**config.mk**
```make
export PLATFORM = sky130hd
export DESIGN_NAME = dpram_fifo_ctrl
export DESIGN_NICKNAME = d
export VERILOG_FILES = /design/src/rtl/dpram_fifo_ctrl.sv
export SDC_FILE = /design/constraint.sdc
export NUM_CORES = 1
export LEC_CHECK = 0
export BUFFER_PORTS_ARGS = -buffer_cell sky130_fd_sc_hd__buf_2
export CELL_PAD_IN_SITES_DETAIL_PLACEMENT = 1
export CELL_PAD_IN_SITES_GLOBAL_PLACEMENT = 1
export CORE_MARGIN = 2
export CORE_UTILIZATION = 36
export DETAILED_ROUTE_END_ITERATION = 12
export HOLD_SLACK_MARGIN = 0.1
export PLACE_DENSITY_LB_ADDON = 0.1
export SLEW_MARGIN = 20
export SYNTH_ARGS = -nofsm -noshare
export SYNTH_HDL_FRONTEND = slang
export SYNTH_SLANG_ARGS = --single-unit
```
**constraint.sdc**
```tcl
create_clock -name clock -period 5.9 [get_ports clock]
set_clock_uncertainty 0.1 [all_clocks]
set_input_delay 0 -clock clock [delete_from_list [all_inputs] [get_ports clock]]
set_output_delay 0 -clock clock [all_outputs]
set_load 0.05 [all_outputs]
```
**src/rtl/dpram_fifo_ctrl.sv**
```systemverilog
// dpram_fifo_ctrl: FIFO controller driving an external dual-port RAM (port A write, port B async read)
// Ports: clock/reset (async active-high); push/push_data write side; pop/pop_data/pop_valid read side
//        with one-cycle registered latency; full/empty/almost_full/count occupancy status decoded from
//        the registered count; ram_* drive the RAM (A writes at wr_ptr, B reads at rd_ptr).
// Optional: define DPRAM_FIFO_ERR_FLAGS_EN to add sticky overflow/underflow outputs.
module dpram_fifo_ctrl #(
    parameter int DATA_W    = 8,
    parameter int ADDR_W    = 8,
    parameter int DEPTH     = 16,
    parameter int AFULL_LVL = 14
) (
    input  logic              clock,
    input  logic              reset,
    input  logic              push,
    input  logic [DATA_W-1:0] push_data,
    input  logic              pop,
    output logic [DATA_W-1:0] pop_data,
    output logic              pop_valid,
    output logic              full,
    output logic              empty,
    output logic              almost_full,
    output logic [$clog2(DEPTH):0] count,
    output logic              ram_we_a,
    output logic [ADDR_W-1:0] ram_addr_a,
    output logic [DATA_W-1:0] ram_din_a,
    output logic              ram_we_b,
    output logic [ADDR_W-1:0] ram_addr_b,
    input  logic [DATA_W-1:0] ram_dout_b
`ifdef DPRAM_FIFO_ERR_FLAGS_EN
    ,
    output logic              overflow,
    output logic              underflow
`endif
);
    localparam int PW = $clog2(DEPTH);
    localparam logic [PW:0] FULL_CNT  = DEPTH[PW:0];
    localparam logic [PW:0] AFULL_CNT = AFULL_LVL[PW:0];
    logic [PW-1:0] wr_ptr, rd_ptr;
    logic push_ok, pop_ok;
    assign push_ok     = push & ~full;
    assign pop_ok      = pop & ~empty;
    assign full        = count == FULL_CNT;
    assign empty       = count == '0;
    assign almost_full = count >= AFULL_CNT;
    assign ram_we_a    = push_ok;
    assign ram_addr_a  = ADDR_W'(wr_ptr);
    assign ram_din_a   = push_data;
    assign ram_we_b    = 1'b0;
    assign ram_addr_b  = ADDR_W'(rd_ptr);
    // DEPTH is a power of two, so plain increments wrap the pointers.
    always_ff @(posedge clock or posedge reset) begin
        if (reset) begin
            wr_ptr    <= '0;
            rd_ptr    <= '0;
            count     <= '0;
            pop_data  <= '0;
            pop_valid <= 1'b0;
        end else begin
            wr_ptr    <= push_ok ? wr_ptr + 1'b1 : wr_ptr;
            rd_ptr    <= pop_ok ? rd_ptr + 1'b1 : rd_ptr;
            pop_data  <= pop_ok ? ram_dout_b : pop_data;
            pop_valid <= pop_ok;
            count     <= (push_ok & ~pop_ok) ? count + 1'b1 :
                         (pop_ok & ~push_ok) ? count - 1'b1 : count;
        end
    end
`ifdef DPRAM_FIFO_ERR_FLAGS_EN
    always_ff @(posedge clock or posedge reset) begin
        if (reset) begin
            overflow  <= 1'b0;
            underflow <= 1'b0;
        end else begin
            overflow  <= overflow | (push & full);
            underflow <= underflow | (pop & empty);
        end
    end
`endif
endmodule

```
# ---- Word-level counts from Yosys, hierarchy flattened
# Cells that the tools add are included.
dict set report classes {
  order_cmp 1
  mux 2
  n_reduce_logical 2
  n_addsub 4
  shifts 0
  bitwise 8
  div 0
  mul 0
  n_eq_ne 1
}
# operator count
set op_table {}
lappend op_table {{5-bit two-way mux} 2}
lappend op_table {{4-bit by 1-bit adder with 4-bit output (second input constant)} 2}
lappend op_table {{5-bit by 1-bit adder with 5-bit output (second input constant)} 1}
lappend op_table {{5-bit == test (second input constant)} 1}
lappend op_table {{5-bit by 4-bit greater-or-equal comparator with 1-bit output (second input constant)} 1}
lappend op_table {{5-bit zero test} 1}
lappend op_table {{5-bit by 1-bit subtractor with 5-bit output (second input constant)} 1}
lappend op_table {{1-bit bitwise AND} 4}
lappend op_table {{1-bit inverter} 4}
lappend op_table {{2-bit nonzero test} 1}
dict set report totals {
  mem_bits_ro 0
  inputBits 20
  mem_bits_rw 0
  reg_bits 22
  n_memories 0
  out_inout_bits 43
  latchBits 0
  word_cells 23
}

# ---- Logic depth before layout (Yosys ltp)
# Gate-level depths: netlist (run 1).
dict set report logic_depth {
  ltp_word 7
  ltp_mapped 10
  depth_no_buf 10
}

# ---- Worst setup path after synthesis (run 1)
# OpenSTA, ideal clock, no wires.
dict set report synth_timing {
  path_type {reg-to-reg}
  startpoint {register count[0]}
  endpoint {register count[4]}
  stages_incl_launch_ff 9
  path_buffers 0
  slack_ps 2466
  arrival_ps 3195
  period_less_slack_ps 3434
  t_required_ps 5661
  setup_time_ps 139
  path_cell_list {dfrtp_1 -> nor4_2 -> a21boi_1 -> ha_1 -> inv_1 -> ha_1 -> or3_1 -> o31ai_1 -> o221ai_1}
}
dict set report synth_via {
  elab_chain_cells 6
  elab_cells_between_ends 15
  classes_between {2 x add/sub; 1 x eq/ne; 2 x mux; 8 x bitwise; 2 x reduce/logical}
}
# item line
set synth_rtl {}
lappend synth_rtl {{start, declared} 22} ;# output logic [$clog2(DEPTH):0] count,
lappend synth_rtl {{start signal, assigned} 63} ;# count <= (push_ok & ~pop_ok) ? count + 1'b1 :
lappend synth_rtl {{5-bit == test *} 42} ;# assign full = count == FULL_CNT;
lappend synth_rtl {{1-bit inverter *} 40} ;# assign push_ok = push & ~full;
lappend synth_rtl {{1-bit bitwise AND *} 40}
lappend synth_rtl {{via ram_we_a} 23} ;# output logic ram_we_a,
lappend synth_rtl {{1-bit inverter} 64} ;# (pop_ok & ~push_ok) ? count - 1'b1 : count;
lappend synth_rtl {{1-bit bitwise AND} 64}
lappend synth_rtl {{2-bit nonzero test (no line)} -}
# The timed path passes the listed nets; every way through them passes the cells marked *. The select of a mux whose other input is x is not followed.
# A chain may end at the register's enable or synchronous reset.

# ---- Final worst setup path (run 1)
dict set report layout_timing {
  startpoint {register count[0]}
  endpoint {register count[4]}
}
dict set report layout_via {
  elab_chain_cells 6
  elab_cells_between_ends 15
  classes_between {2 x add/sub; 1 x eq/ne; 2 x mux; 8 x bitwise; 2 x reduce/logical}
}
# item
set layout_rtl {}
lappend layout_rtl {{branches (longest 6 deep; another with 5-bit by 1-bit subtractor with 5-bit output)}}
# Parallel ways; which one is timed is not known. The select of a mux whose other input is x is not followed.

==> results of run 1 <==
==> cells by family after synthesis <==
logic type | share of synthesized area
mux | 0.118
fa+ha+maj | 0.0772
compound gates | 0.0579
xor+xnor | 0.0640
flops | 0.447
simple gates | 0.0914
other cells | 0.00304
buf+inv | 0.142
==> state kept, by name (all words and copies together) (netlist names) <==
register	cells
count	5
pop_data	8
pop_valid	1
rd_ptr	4
wr_ptr	4
==> path summary, 6_finish.rpt <==
check,end,from,cells after the start
setup / recovery,count[4],count[0],10
hold / removal,pop_data[2],reset,3
setup reg to reg,count[4],count[0],10
hold reg to reg,rd_ptr[3],rd_ptr[3],1
max in group asynchronous,count[4],reset,3
min in group clock,pop_data[6],ram_dout_b[6],3
==> final cells by class <==
type | instances | share of cell area
Clock buffer | 3 | 0.0141
Sequential cell | 22 | 0.344
Timing Repair Buffer | 56 | 0.234
Tap cell | 46 | 0.0359
Multi-Input combinational cell | 64 | 0.335
Inverter | 7 | 0.0180
Clock inverter | 1 | 0.0187
==> layout by cell type (no fill, tap or decap), drive strengths merged, types with 4 or more instances in the layout <==
cell type,instances
buf,37
dfrtp,22
dlygate4sd3,19
mux2,10
conb,9
inv,7
ha,6
nand2,5
xnor2,5
xor2,4
==> power by group <==
group	total [mW]	switching (mW)	leakage, nW	internal (mW)
sequential	0.271	0.0591	0.259	0.212
combinational	0.581	0.405	0.503	0.176
clock	0.115	0.0463	0.0279	0.0686
==> timing repair <==
action / CTS / global route
setup endpoints to repair: 0 / 0
setup buffers: 0 / 0
endpoints found under the hold margin: 44 / 0
hold buffers: 19 / 0
==> per-layer routing <==
metal / share of wire / up-vias
li1: - / 425
met1: 0.42 / 431
met2: 0.52 / 31
met3: 0.045 / 2
met4: 0.012 / 0
met5: 0 / -
==> worst reg2reg max path, stage by stage (launching register included) <==
cell and delay [ns]:
dfrtp_1 0.46, nor4_2 0.38, and2_2 0.21, nand2b_4 0.14, ha_1 0.30, inv_1 0.14
ha_1 0.34, nor2b_1 0.24, o2111ai_1 0.14, o31ai_1 0.10, o221ai_1 0.15
==> results_dict.tcl, run 1 <==
set metrics [dict create \
    regArea_um2 551 \
    yosys_warnings 0 \
    required_ns 5.98 \
    n_antenna_cell 0 \
    grtUsageTotal 0.146 \
    slowest_delay_ns 0.46 \
    io_pins 63 \
    clockBufferDepth 2 \
    wire_per_inst_um 13.9 \
    cp_common_cell "ha_1" \
    coreArea_um2 3310 \
    syn_to_final_growth_pct 29.9 \
    cp_data_arrival_time_ns 2.89 \
    nFillCells 389 \
    post-dp-hpwl_um 1880 \
    crit_chain "nor4_2, and2_2, nand2b_4, ha_1, inv_1, ha_1, nor2b_1, o2111ai_1, o31ai_1, o221ai_1" \
    power_mw 0.968 \
    final_util 0.484 \
    busiest_layer "met2" \
    cts_buffers 3 \
    hold_violations 0 \
    initial_core_util 0.372 \
    finalSetupTns_ns 0 \
    finalSetupViolCount 0 \
    synth_cells 104 \
    yosys.cell_types.count 34 \
    cts_sinks 22 \
    clk_latency_ns 0.30 \
    first_iter_violations 21 \
    powerDensity_nw_per_um2 604 \
    die-area_um2 3910 \
    grt_pass1_vias 941 \
    yosysMostFrequentCell "dfrtp_1" \
    port_buffers 37 \
    synth_top_cell_by_area "dfrtp_1" \
    num_vias 889 \
    ir_drop_mv 0.271 \
    worstSetupStartpointType "flip-flop" \
    leakagePower_nw 0.790 \
    ys_seq_elements 22 \
    synthArstFlopShare 1.00 \
    ant_nets 0 \
    synth_commonest_cells "dfrtp_1 (22), buf_4 (17), ha_1 (6), inv_1 (6), mux2_4 (6)" \
    rsz0062_at_grt "no" \
    finalMaxSlewViolations 0 \
    yosysTopAreaCellShare 0.447 \
    worst_slack_ns 3.09 \
    multiInputGateArea_um2 537 \
    grt_max_degree 23 \
    end_kind "flip-flop" \
    slowest_stage "dfrtp_1" \
    finalCritPeriodShare 0.476 \
    critical_path_class "reg -> reg" \
    crit_path_max_fanout 7 \
    drv_cap 0 \
    r2r_slack_ns 3.09 \
    grtUsageMet1 0.178 \
    gp_congestion 0.753 \
    wl_um 2780 \
    placed_area_um2 1360 \
    root_buffer "clkbuf_4" \
    nNetsFinal 181 \
    relSlewSlack 0.436 \
    antenna_found_initial 0 \
    synth_area_leaders "dfrtp_1 (45%), buf_4 (10%), mux2_4 (7.3%)" \
    ys_seq_area_frac 0.447 \
    hold_path_class "in -> async" \
    cp.buffers_inverters 1 \
    viasPerCell 4.47 \
    synthFlopType "dfrtp_1" \
    whs_ns 0.311 \
    path_delay_family "simple AND/OR/NAND/NOR gates" \
    syn_area_um2 1230 \
    grt_use_met3 0.0180 \
    layout-drive-gt1-share 0.366 \
    cts_resized 0 \
    drc_errors 0 \
    met2_usage 0.258 \
    fmax_mhz 356 \
    min_period_ns 2.81 \
    overflow 0 \
    status "finished, final reports clean" \
    syn_avg_cell_area_um2 11.9 \
    cts.clk_slew.worst_paths_ns 0.13 \
    dp_cells 176 \
    htree_levels 1 \
    stdcell_count 199 \
    place_ws_ns 3.09 \
    dr.pass1.iters 2 \
    die_h_um 62.5 \
    synth_edf_count 0 \
    fin_area_um2 1600 \
    fp.dieW_um 62.5 \
    worst_slew_pin_slew_ns 0.845 \
    rows 21 \
    grt_pass1_wl_um 4530 \
    cts_tree "done" \
]
Power figures use the tool's default switching activity.
==> inputs of run 2 (changes only) <==
- CORE_UTILIZATION: 36 -> 33
- clock period: 5.9 -> 2.6 ns (I/O delays scaled with it)
==> run 2 against run 1 <==
Die area rose by 8.5%. Combinational power up 140%. Via count up 1.5%. Fmax is 14% higher. Clock power grew to 2.8 times the previous value. Power is 150% higher. Largest cell class is now multi-input gates. Worst hold slack better by 0.050 ns.
==> results_dict.tcl, run 2 (synthesized netlist as in run 1, its figures left out) <==
set metrics [dict create \
    status "finished, final reports clean" \
    nNetsFinal 182 \
    r2r_slack_ns 0.14 \
    fmax_mhz 407 \
    layout-drive-gt1-share 0.442 \
    critical_path_class "reg -> reg" \
    top_register "pop_data" \
    finalCritPeriodShare 0.945 \
    relSlewSlack 0.448 \
    postCtsSetupRepairBufs 0 \
    n_antenna_cell 0 \
    power_mw 2.38 \
    antenna_found_initial 0 \
    cts_sinks 22 \
    required_ns 2.63 \
    die_h_um 65.1 \
    hold_violations 0 \
    port_buffers 37 \
    overflow 0 \
    top_regs "pop_data (8), count (5)" \
    grtUsageTotal 0.134 \
    finalSetupViolCount 0 \
    cts_buffers 3 \
    drv_cap 0 \
    ir_drop_mv 0.606 \
    root_buffer "clkbuf_8" \
    leakagePower_nw 0.809 \
    powerDensity_nw_per_um2 1400 \
    rows 22 \
    grt_pass1_wl_um 4350 \
    syn_to_final_growth_pct 38.2 \
    final_common_cell "buf_2" \
    ant_nets 0 \
    layout_common_cells "buf_2 (37), dlygate4sd3_1 (19), dfrtp_1 (18), conb_1 (9), mux2_4 (6)" \
    reg2reg_depth 9 \
    viasPerCell 4.47 \
    grt_use_met3 0.0223 \
    initial_core_util 0.339 \
    end_kind "flip-flop" \
    hold_path_class "in -> async" \
    busiest_layer "met2" \
    drc_errors 0 \
    cts.clk_slew.worst_paths_ns 0.08 \
    cts_tree "done" \
    nFillCells 414 \
    crit_path_max_fanout 7 \
    clockBufferDepth 2 \
    final_util 0.469 \
    grt_max_degree 23 \
    finalMaxSlewViolations 0 \
    grt_pass1_vias 923 \
    cp_data_arrival_time_ns 2.49 \
    dr.pass1.iters 4 \
    rsz0062_at_grt "no" \
    min_period_ns 2.46 \
    gp_congestion 0.779 \
    worstSetupStartpointType "flip-flop" \
    wire_per_inst_um 13.7 \
    wl_um 2780 \
    r2r_start "count[3]" \
    coreArea_um2 3630 \
    met2_usage 0.229 \
    fp.dieW_um 65.1 \
    io_pins 63 \
    num_vias 902 \
    die-area_um2 4240 \
    largest_register_ffs 8 \
    htree_levels 1 \
    first_iter_violations 15 \
    grtUsageMet1 0.171 \
    rr_endpoint "count[4]" \
    post-dp-hpwl_um 2020 \
    clk_latency_ns 0.26 \
    worst_slew_pin_slew_ns 0.827 \
]
==> run 2: changes by cell type in the layout (fill, tap and decap cells not counted), sizes merged <==
cell  delta
buf      +1
==> run 2: per-layer routing <==
metal | vias to the layer above | part of all wire
met2 | 39 | 0.48
met5 | - | 0
met4 | 0 | 0.010
met1 | 436 | 0.45
li1 | 425 | -
met3 | 2 | 0.057
==> run 2: what timing repair did <==
action	4_1_cts	5_1_grt
resized for setup	0	0
hold buffers	19	0
endpoints found under the hold margin	41	0
==> run 2: critical path, stage by stage (launching register included) <==
cell and delay, ns:
dfrtp_2 0.46, nor4_4 0.30, and2_4 0.19, nand2b_4 0.14, ha_4 0.19, inv_4 0.07, ha_4 0.17, or3_1 0.30
o31ai_1 0.23, o221ai_1 0.17
==> run 2: how the worst max path moves through the flow <==
stage | end | cells after the start | from
after floorplan | count[4] | 8 | count[3]
after global placement | count[4] | 9 | count[3]
after detailed placement | count[4] | 9 | count[3]
after CTS | count[4] | 9 | count[3]
after global routing | count[4] | 9 | count[3]
final | count[4] | 9 | count[3]
==> run 2: final cells by class <==
cell class              instances  area, um^2  share of cell area
multi-input cells              64         602               0.353
repair buffers                 57         383               0.225
clock buffers                   3        41.3              0.0242
inverters                       7        31.3              0.0184
well taps                      48        60.1              0.0353
clock inverters                 1        30.0              0.0176
flip-flops and latches         22         556               0.326
==> run 2: through the flow <==
| step | area [um^2] | TNS, ns | hold WS (ns) | worst slack, ns | std cells |
|---|---|---|---|---|---|
| 2_1_floorplan | 1350 | -0.0600 | -0.111 | -0.0589 | 112 |
| 3_3_place_gp | 1440 | 0 | -0.0997 | 0.233 | 179 |
| 3_5_place_dp | 1440 | 0 | -0.0997 | 0.163 | 179 |
| 4_1_cts | 1700 | 0 | 0.380 | 0.113 | 202 |
| 5_1_grt | 1700 | 0 | 0.401 | 0.00999 | 202 |
| 6_report | 1700 | 0 | 0.362 | 0.142 | 202 |
==> run 2: power by group <==
group	total (mW)	switching [mW]	internal (mW)
logic	1.42	0.952	0.470
registers	0.644	0.155	0.489
clock network	0.318	0.112	0.206
